**config.mk**
```make
export PLATFORM = sky130hd
export DESIGN_NAME = keypad_scan_driver
export DESIGN_NICKNAME = d
export VERILOG_FILES = /design/src/rtl/keypad_scan_driver.sv
export SDC_FILE = /design/constraint.sdc
export NUM_CORES = 1
export LEC_CHECK = 0
export BUFFER_PORTS_ARGS = -buffer_cell sky130_fd_sc_hd__buf_2
export CAP_MARGIN = 20
export CORE_UTILIZATION = 59
export DETAILED_ROUTE_END_ITERATION = 8
export GPL_TIMING_DRIVEN = 0
export PLACE_DENSITY = 0.78
export SLEW_MARGIN = 20
export SYNTH_ARGS = -nofsm -noshare
export SYNTH_HDL_FRONTEND = slang
export SYNTH_SLANG_ARGS = --single-unit
```
**constraint.sdc**
```tcl
create_clock -name clk -period 4.4 [get_ports clk]
set_clock_uncertainty 0.05 [all_clocks]
set_input_delay 0.66 -clock clk [delete_from_list [all_inputs] [get_ports clk]]
set_output_delay 0.66 -clock clk [all_outputs]
set_load 0.01 [all_outputs]
```
**src/rtl/keypad_scan_driver.sv**
```systemverilog
`default_nettype none
// +----------------------------------------------------------------------------+
// | keypad_scan_driver                                                          |
// | 4x3 matrix keypad scanner with frame debounce and one-pulse-per-press output.|
// | Revision: 1.0                                                               |
// +----------------------------------------------------------------------------+
module keypad_scan_driver #(
  parameter int SCAN_DIV        = 5000,
  parameter int DEBOUNCE_FRAMES = 4
) (
  input  logic       clk,
  input  logic       rst_n,
  input  logic [2:0] col_in,
  output logic [3:0] row_out,
  output logic       key_valid,
  output logic [3:0] key_value,
  output logic       key_held
);

  localparam int c_DIV_W = $clog2(SCAN_DIV);
  localparam int c_STB_W = $clog2(DEBOUNCE_FRAMES + 1);
  localparam logic [c_DIV_W-1:0] c_DWELL_LAST = c_DIV_W'(SCAN_DIV - 1);
  localparam logic [c_STB_W-1:0] c_STABLE     = c_STB_W'(DEBOUNCE_FRAMES);
  localparam logic [1:0] c_NONE   = 2'd0;
  localparam logic [1:0] c_SINGLE = 2'd1;
  localparam logic [1:0] c_MULTI  = 2'd2;

  typedef enum logic [0:0] {RELEASED = 1'b0, PRESSED = 1'b1} state_t;

  state_t              r_state;
  logic [2:0]          r_sync1, r_sync2;
  logic [c_DIV_W-1:0]  r_dwell;
  logic [1:0]          r_row;
  logic [3:0]          r_row_out;
  logic [1:0]          r_acc_cnt;
  logic [3:0]          r_acc_code;
  logic [1:0]          r_prev_kind;
  logic [3:0]          r_prev_code;
  logic [c_STB_W-1:0]  r_stable;
  logic                r_key_valid;
  logic [3:0]          r_key_value;
  logic                r_key_held;

  logic [2:0]          w_hits;
  logic [1:0]          w_row_cnt;
  logic [3:0]          w_row_code;
  logic [2:0]          w_sum;
  logic [1:0]          w_kind;
  logic [3:0]          w_code;
  logic                w_same;
  logic [c_STB_W-1:0]  w_next_stable;
  logic                w_is_stable;
  logic                w_sample;
  logic                w_frame_end;
  logic [1:0]          w_row_next;

  function automatic logic [3:0] key_code(input logic [1:0] row, input logic [1:0] col);
    if (row == 2'd3) begin
      case (col)
        2'd0:    return 4'd10;
        2'd1:    return 4'd0;
        default: return 4'd11;
      endcase
    end
    return 4'(row) * 4'd3 + 4'(col) + 4'd1;
  endfunction

  always_comb begin
    w_hits     = ~r_sync2;
    w_row_cnt  = 2'(w_hits[0]) + 2'(w_hits[1]) + 2'(w_hits[2]);
    w_row_code = 4'd0;
    if (w_hits[0])      w_row_code = key_code(r_row, 2'd0);
    else if (w_hits[1]) w_row_code = key_code(r_row, 2'd1);
    else if (w_hits[2]) w_row_code = key_code(r_row, 2'd2);

    // Frame tally including the row being sampled now; count saturates at 2 (= MULTI).
    w_sum  = {1'b0, r_acc_cnt} + {1'b0, w_row_cnt};
    w_kind = (w_sum == 3'd0) ? c_NONE : ((w_sum == 3'd1) ? c_SINGLE : c_MULTI);
    w_code = (w_kind != c_SINGLE) ? 4'd0 : ((w_row_cnt != 2'd0) ? w_row_code : r_acc_code);

    w_same        = (w_kind == r_prev_kind) && (w_code == r_prev_code);
    w_next_stable = !w_same ? c_STB_W'(1)
                  : ((r_stable == c_STABLE) ? r_stable : r_stable + c_STB_W'(1));
    w_is_stable   = (w_next_stable == c_STABLE);

    w_sample    = (r_dwell == c_DWELL_LAST);
    w_frame_end = w_sample && (r_row == 2'd3);
    w_row_next  = r_row + 2'd1;
  end

  always_ff @(posedge clk or negedge rst_n) begin
    if (!rst_n) begin
      r_state     <= RELEASED;
      r_sync1     <= 3'b111;
      r_sync2     <= 3'b111;
      r_dwell     <= '0;
      r_row       <= 2'd0;
      r_row_out   <= 4'b1110;
      r_acc_cnt   <= 2'd0;
      r_acc_code  <= 4'd0;
      r_prev_kind <= c_NONE;
      r_prev_code <= 4'd0;
      r_stable    <= '0;
      r_key_valid <= 1'b0;
      r_key_value <= 4'd0;
      r_key_held  <= 1'b0;
    end else begin
      r_sync1     <= col_in;
      r_sync2     <= r_sync1;
      r_key_valid <= 1'b0;

      if (w_sample) begin
        r_dwell   <= '0;
        r_row     <= w_row_next;
        r_row_out <= ~(4'b0001 << w_row_next);
      end else begin
        r_dwell   <= r_dwell + c_DIV_W'(1);
      end

      if (w_frame_end) begin
        r_acc_cnt   <= 2'd0;
        r_acc_code  <= 4'd0;
        r_prev_kind <= w_kind;
        r_prev_code <= w_code;
        r_stable    <= w_next_stable;
        case (r_state)
          RELEASED: begin
            if (w_is_stable && w_kind == c_SINGLE) begin
              r_state     <= PRESSED;
              r_key_valid <= 1'b1;
              r_key_value <= w_code;
              r_key_held  <= 1'b1;
            end
          end
          PRESSED: begin
            if (w_is_stable && w_kind == c_NONE) begin
              r_state    <= RELEASED;
              r_key_held <= 1'b0;
            end
          end
          default: r_state <= RELEASED;
        endcase
      end else if (w_sample) begin
        r_acc_cnt  <= (w_sum >= 3'd2) ? 2'd2 : w_sum[1:0];
        r_acc_code <= (w_row_cnt != 2'd0) ? w_row_code : r_acc_code;
      end
    end
  end

  assign row_out   = r_row_out;
  assign key_valid = r_key_valid;
  assign key_value = r_key_value;
  assign key_held  = r_key_held;

endmodule
`default_nettype wire
```
* After elaboration in Yosys (flattened, before gate mapping)
Index checks and enable logic that the tools add are counted.
** Word-level totals
- Register bits :: 47
- Output and inout bits :: 10
** Operators by class
- Add/sub/neg operators :: 10
- $mul :: 1
- Order comparisons :: 1
- Equal/unequal tests :: 11
- Shifts and indexed selects :: 1
- Muxes and demuxes :: 36
- Bitwise operators :: 3
- Reduce and logical (&&, ||, !) cells :: 10
** Operators by type and width (number)
- 2-to-1 mux 4 bit :: 13
- adder 13 x 1 -> 13 bit (second input constant) :: 1
- equality test 13 bit (second input constant) :: 1
- 2-to-1 mux 1 bit :: 13
- 2-to-1 mux 13 bit :: 1
- adder 4 x 1 -> 4 bit (second input constant) :: 3
- 2-to-1 mux 2 bit :: 5
- equality test 3 bit (second input constant) :: 2
- 2-to-1 mux 3 bit :: 2
- AND reduction 3 bit :: 2
- adder 4 x 2 -> 4 bit (second input constant) :: 1
- equality test 4 bit :: 1
- logical AND 1 bit :: 4
- multiplier 2 x 2 -> 4 bit (second input constant) :: 1
- inequality test 2 x 1 -> 1 bit (second input constant) :: 2
- inverter 4 bit :: 1
- case mux 1 bit (2 select lines) :: 2
- nonzero test 2 bit :: 2
- << shifter 1 x 2 -> 4 bit (first input constant) :: 1
- adder 2 x 2 -> 3 bit :: 1
- adder 3 x 1 -> 3 bit (second input constant) :: 1
- equality test 3 x 1 -> 1 bit (second input constant) :: 1
- greater-or-equal comparator 3 x 2 -> 1 bit (second input constant) :: 1
- zero test 3 bit :: 1
- 10 further kinds :: 10

* Logic depth before layout (Yosys ltp)
- Depth in word-level cells :: 19
- Depth in mapped cells :: 11
- Depth with buffers taken out :: 10

* Worst setup path before layout
OpenSTA, ideal clock, no wires.
- Path kind :: register to register
- Start point :: register r_sync2[0]
- End point :: register r_key_value[0] (netlist: key_value[0])
- Setup time :: 125 ps
- Arrival :: 3624 ps
- Path slack :: 601 ps
- Stages on the path, launching flop included :: 12
- Path buffers :: 1
- Clock period less this slack :: 3799 ps
- Cells stage by stage :: dfstp_2 buf_2 inv_1 fa_1 ha_1 fa_1 nor2_1 a2bb2oi_1 a2111oi_1 o2111ai_1 nor4_4 mux2_4
** Between the ends
- Longest elaborated chain between the ends :: 15
- Elaborated cells between the ends (all ways) :: 21
- Those cells by class :: add/sub (3); eq/ne (6); mux (6); bitwise (1); reduce/logical (5)
** RTL lines
- start: declaration :: RTL line 31 : logic [2:0] r_sync1, r_sync2;
- start signal: assignment :: RTL line 109 : r_sync2 <= r_sync1;
- inverter 3 bit * :: RTL line 69 : w_hits = ~r_sync2;
- adder 1 x 1 -> 2 bit :: RTL line 70 : w_row_cnt = 2'(w_hits[0]) + 2'(w_hits[1]) + 2'(w_hits[2]);
- adder 2 x 1 -> 2 bit :: RTL line 70
- adder 2 x 2 -> 3 bit :: RTL line 77 : w_sum = {1'b0, r_acc_cnt} + {1'b0, w_row_cnt};
- equality test 3 x 1 -> 1 bit :: RTL line 78 : w_kind = (w_sum == 3'd0) ? c_NONE : ((w_sum == 3'd1) ? c_SINGLE : c_MULTI);
- 2-to-1 mux 2 bit (2 in series) :: RTL line 78
- inequality test 2 x 1 -> 1 bit :: RTL line 79 : w_code = (w_kind != c_SINGLE) ? 4'd0 : ((w_row_cnt != 2'd0) ? w_row_code : r_acc_code);
- 2-to-1 mux 4 bit :: RTL line 79
- equality test 4 bit :: RTL line 81 : w_same = (w_kind == r_prev_kind) && (w_code == r_prev_code);
- logical AND 1 bit :: RTL line 81
- 2-to-1 mux 3 bit :: RTL line 82 : w_next_stable = !w_same ? c_STB_W'(1)
- equality test 3 bit :: RTL line 84 : w_is_stable = (w_next_stable == c_STABLE);
- logical AND 1 bit :: RTL line 128 : if (w_is_stable && w_kind == c_SINGLE) begin
- AND reduction 3 bit (no source line)
- end signal: assignment :: RTL line 131 : r_key_value <= w_code;
- end: declaration :: RTL line 41 : logic [3:0] r_key_value;
Mark *: on every way between the ends. The rest lies on a longest branch, timed or not.
A chain may end at the register's enable or synchronous reset.

* Final worst setup path
- Start point :: register r_sync2[0]
- End point :: register r_key_held (netlist: key_held)
** Between the ends
- Longest elaborated chain between the ends :: 16
- Elaborated cells between the ends (all ways) :: 25
- Those cells by class :: add/sub (3); eq/ne (8); mux (6); bitwise (1); reduce/logical (7)
** RTL lines
- inverter 3 bit * :: RTL line 69
- adder 1 x 1 -> 2 bit :: RTL line 70
- adder 2 x 1 -> 2 bit :: RTL line 70
- adder 2 x 2 -> 3 bit :: RTL line 77
- equality test 3 x 1 -> 1 bit :: RTL line 78
- 2-to-1 mux 2 bit (2 in series) :: RTL line 78
- inequality test 2 x 1 -> 1 bit :: RTL line 79
- 2-to-1 mux 4 bit :: RTL line 79
- equality test 4 bit :: RTL line 81
- logical AND 1 bit :: RTL line 81
- 2-to-1 mux 3 bit :: RTL line 82
- equality test 3 bit :: RTL line 84
- logical AND 1 bit (on tied branches) :: RTL line 128, 136
- inequality test 2 bit (no source line) / inequality test 2 x 1 -> 1 bit (equally long branches)
- AND reduction 3 bit (no source line) *
- end signal: assignment :: RTL line 106 : r_key_held <= 1'b0;
- end signal: assignment :: RTL line 132 : r_key_held <= 1'b1;
- end signal: assignment :: RTL line 138 : r_key_held <= 1'b0;
- end: declaration :: RTL line 42 : logic r_key_held;
Marks and branches as above.

==> metrics <==
status=finished clean; post-route insts no fill=327; DR iter-0 viols=110; leak pwr=1.239 nW; number of synthesized register bits=47; Post-synth EDFFs=0; PortBufs=14; nets@finish=295; row count=23; critical path class=register to register; ys flop type=dfrtp_1; Die W=67.98 um; htree depth=2; routed vias=1,901; Post-Synth Adder-Cell Area=0.07404; library cells used by synthesis=59; CP Data Arrival Time=4.37 ns; CORE AREA=0.004086 sq mm; IR drop worst, VDD=271.1 uV; clock latency on the worst-skew pair=0.30 ns; post-route DRC violation count=0; final instance area=0.002831 sq mm; HPWL Detailed=3480 um; first-pass GRT wire length=8142 um; max_cap viols=0; xor/xnor share of the synthesized area=0.04433; diodes inserted=0; Post-Syn Instances=253; max-slew violations=0; Finish-stage setup viols=0; Setup TNS=0 ns; grt ovf=0; largest family of logic cells by synthesized area=simple AND/OR/NAND/NOR gates; Placed Cells=317; antenna-violating nets left=0; CTS sink cnt=47; Util after Layout=0.6929; CP Max Fanout=10; Flop pwr share=0.568; Tot GR Track Use=0.2379; syn_nets=272; Post-synth ARST share=1.000; clock slew at reported path FFs=0.09 ns; PwrDens=273.1 mW/mm^2; post-DR vias/cell=5.813; Synth Warn #=0; simple-gate area share of the yosys netlist=0.2080; Min-Delay Path Class=input pin to async pin; TritonCTS clock tree=built; max_slew headroom=0.6214; switching portion of total power=0.2571; post-synthesis mux area share=0.03799; Pre-antenna DRT Iters=4; Syn Std Cell Area=0.002569 sq mm; f_max=236.4 MHz; total wire length=4815 um; vias in the first global route=1,797; Final GP Congestion=0.8205; area occupied by multi-input gates=0.001295 sq mm; starting density of the core=0.6286; hold_buf cts=0; Sw Pwr=198.8 uW; Final Hold Vio Count=0; minimum clock period after layout=4.230 ns; register area=0.001187 sq mm; drt wl/cell=14.72 um; clock share of power=0.349; Fill cells=317; sequential fraction of the synthesis area=0.4623; root buf cell=clkbuf_8; die area=0.004621 sq mm; Avg Inst Size Synth=10.15 sq um; synth-to-layout area growth=10.23%; compound-cell area share of the yosys netlist=0.1378; Gate power share=0.083; io pins=15; Crit. End Element=register; fin crit share=0.9614; internal power=574.4 uW; overall power=773.2 uW; cell area after placement=0.002701 sq mm; Slew @ Worst Pin=0.5641 ns; Die Ht=67.98 um; Worst Path Required=4.54 ns; maximum buffer depth of the clock tree=2; largest net degree at the start of global routing=48; TritonCTS Buffers=5; initial antenna violation count=0; layout cells sized above 1=0.1805; crit start category=register
-- path summary, 6_finish.rpt --
| path | start | to | slack (ns) | cells past startpoint |
|---|---|---|---|---|
| max | r_sync2[0]$_DFF_PN1_ | key_held$_DFFE_PN0P_ | 0.17 | 13 |
| max reg2reg | r_sync2[0]$_DFF_PN1_ | key_held$_DFFE_PN0P_ | 0.17 | 13 |
| max in group asynchronous | rst_n | row_out[3]$_DFFE_PN1N_ | 3.62 | 1 |
| min in group clk | r_sync1[1]$_DFF_PN1_ | r_sync2[1]$_DFF_PN1_ | 0.31 | 0 |
| min reg2reg | r_sync1[1]$_DFF_PN1_ | r_sync2[1]$_DFF_PN1_ | 0.31 | 0 |
| min | rst_n | r_dwell[0]$_DFF_PN0_ | 0.29 | 1 |
-- cells in the mapped netlist (all sizes together) (2+ instances only) --
library cell | number | share of area
dfrtp | 38 | 0.37
nand2 | 27 | 0.039
nor2 | 19 | 0.028
o21ai | 18 | 0.035
inv | 16 | 0.023
ha | 12 | 0.058
dfstp | 9 | 0.092
a21oi | 8 | 0.017
nand4 | 7 | 0.017
xnor2 | 7 | 0.024
clkbuf | 6 | 0.0088
nor3 | 6 | 0.012
xor2 | 6 | 0.020
mux2 | 5 | 0.026
a31oi | 4 | 0.012
and2 | 4 | 0.0097
nand3 | 4 | 0.0078
and4 | 3 | 0.010
mux2i | 3 | 0.012
nand2b | 3 | 0.0073
nand3b | 3 | 0.0088
nor2b | 3 | 0.0073
o31ai | 3 | 0.0088
or2 | 3 | 0.0073
or3 | 3 | 0.0073
a2111oi | 2 | 0.0097
a21o | 2 | 0.0058
a311oi | 2 | 0.0068
a41oi | 2 | 0.0068
buf | 2 | 0.0034
fa | 2 | 0.016
nor3b | 2 | 0.0078
nor4b | 2 | 0.0093
o32ai | 2 | 0.0068
-- sequential cells by signal, indices dropped and copies added (netlist names) --
| name | cells |
|---|---|
| r_acc_cnt | 2 |
| r_stable | 3 |
| r_prev_kind | 2 |
| key_held | 1 |
| key_value | 4 |
| r_sync1 | 3 |
| row_out | 4 |
| r_dwell | 13 |
| r_state | 1 |
| key_valid | 1 |
| r_prev_code | 4 |
| r_row | 2 |
| r_sync2 | 3 |
| r_acc_code | 4 |
-- power by group through the flow --
stage               Clock (mW)  Combinational (mW)  Sequential (mW)
finish                   0.270              0.0643            0.439
global route             0.295              0.0718            0.440
CTS                      0.277              0.0633            0.439
detailed placement           0              0.0632            0.447
global placement             0              0.0622            0.447
floorplan                    0              0.0424            0.447
-- kinds of logic after synthesis --
family,Yosys count
XOR/XNOR,13
buffers and inverters,24
multiplexers,8
AO/OA/AOI/OAI,51
adder cells (fa/ha/maj),14
AND/OR/NAND/NOR,96
flip-flops,47
-- layer usage --
metal  part of all wire  track usage  wire length, um
met1               0.48       0.3203             2293
met2               0.48       0.3860             2326
met3              0.031      0.04167              147
met4             0.0098      0.08073               47
met5                  0            0                0
-- through the flow --
step / worst slack (ns) / hold slack (ns)
floorplan: 0.6005 / 0.2952
global placement: 0.2203 / 0.2961
detailed placement: 0.1567 / 0.2978
CTS: 0.09320 / 0.3120
global route: -0.001298 / 0.3183
finish: 0.1699 / 0.2913
-- worst max-delay path, cell delays in order, from the launching register on --
cell	delay, ns
dfstp_2	0.54
buf_2	0.20
inv_1	0.08
fa_1	0.53
ha_1	0.22
fa_1	0.54
nor3b_2	0.40
o21ai_0	0.24
or3_1	0.41
nand4b_1	0.19
nor4_4	0.06
buf_4	0.18
buf_12	0.12
or3_1	0.35
-- timing repair --
item                       in CTS  in global routing
setup buffers                   0                  2
hold endpoints to repair        0                  0
setup endpoints to repair       0                  4
gates resized for setup         0                  1
-- cell type report --
class / instances / share of cell area
Multi-Input combinational cell: 182 / 0.4574
Timing Repair Buffer: 16 / 0.03535
Sequential cell: 47 / 0.4194
Clock buffer: 5 / 0.02430
Inverter: 16 / 0.02121
Tap cell: 50 / 0.02209
Buffer: 8 / 0.01105
Clock inverter: 3 / 0.009280
-- cells in the final DEF (no fill, tap or decap), drive strengths merged, types with 5 or more instances in the layout --
| cell | n |
|---|---|
| o21ai | 18 |
| clkbuf | 11 |
| a21oi | 8 |
| nor3 | 6 |
| ha | 12 |
| nor2 | 19 |
| nand2 | 27 |
| xnor2 | 7 |
| nand4 | 7 |
| inv | 18 |
| dfstp | 9 |
| dfrtp | 38 |
| buf | 18 |
| xor2 | 6 |
| mux2 | 5 |
(Power assumes the default switching activity.)
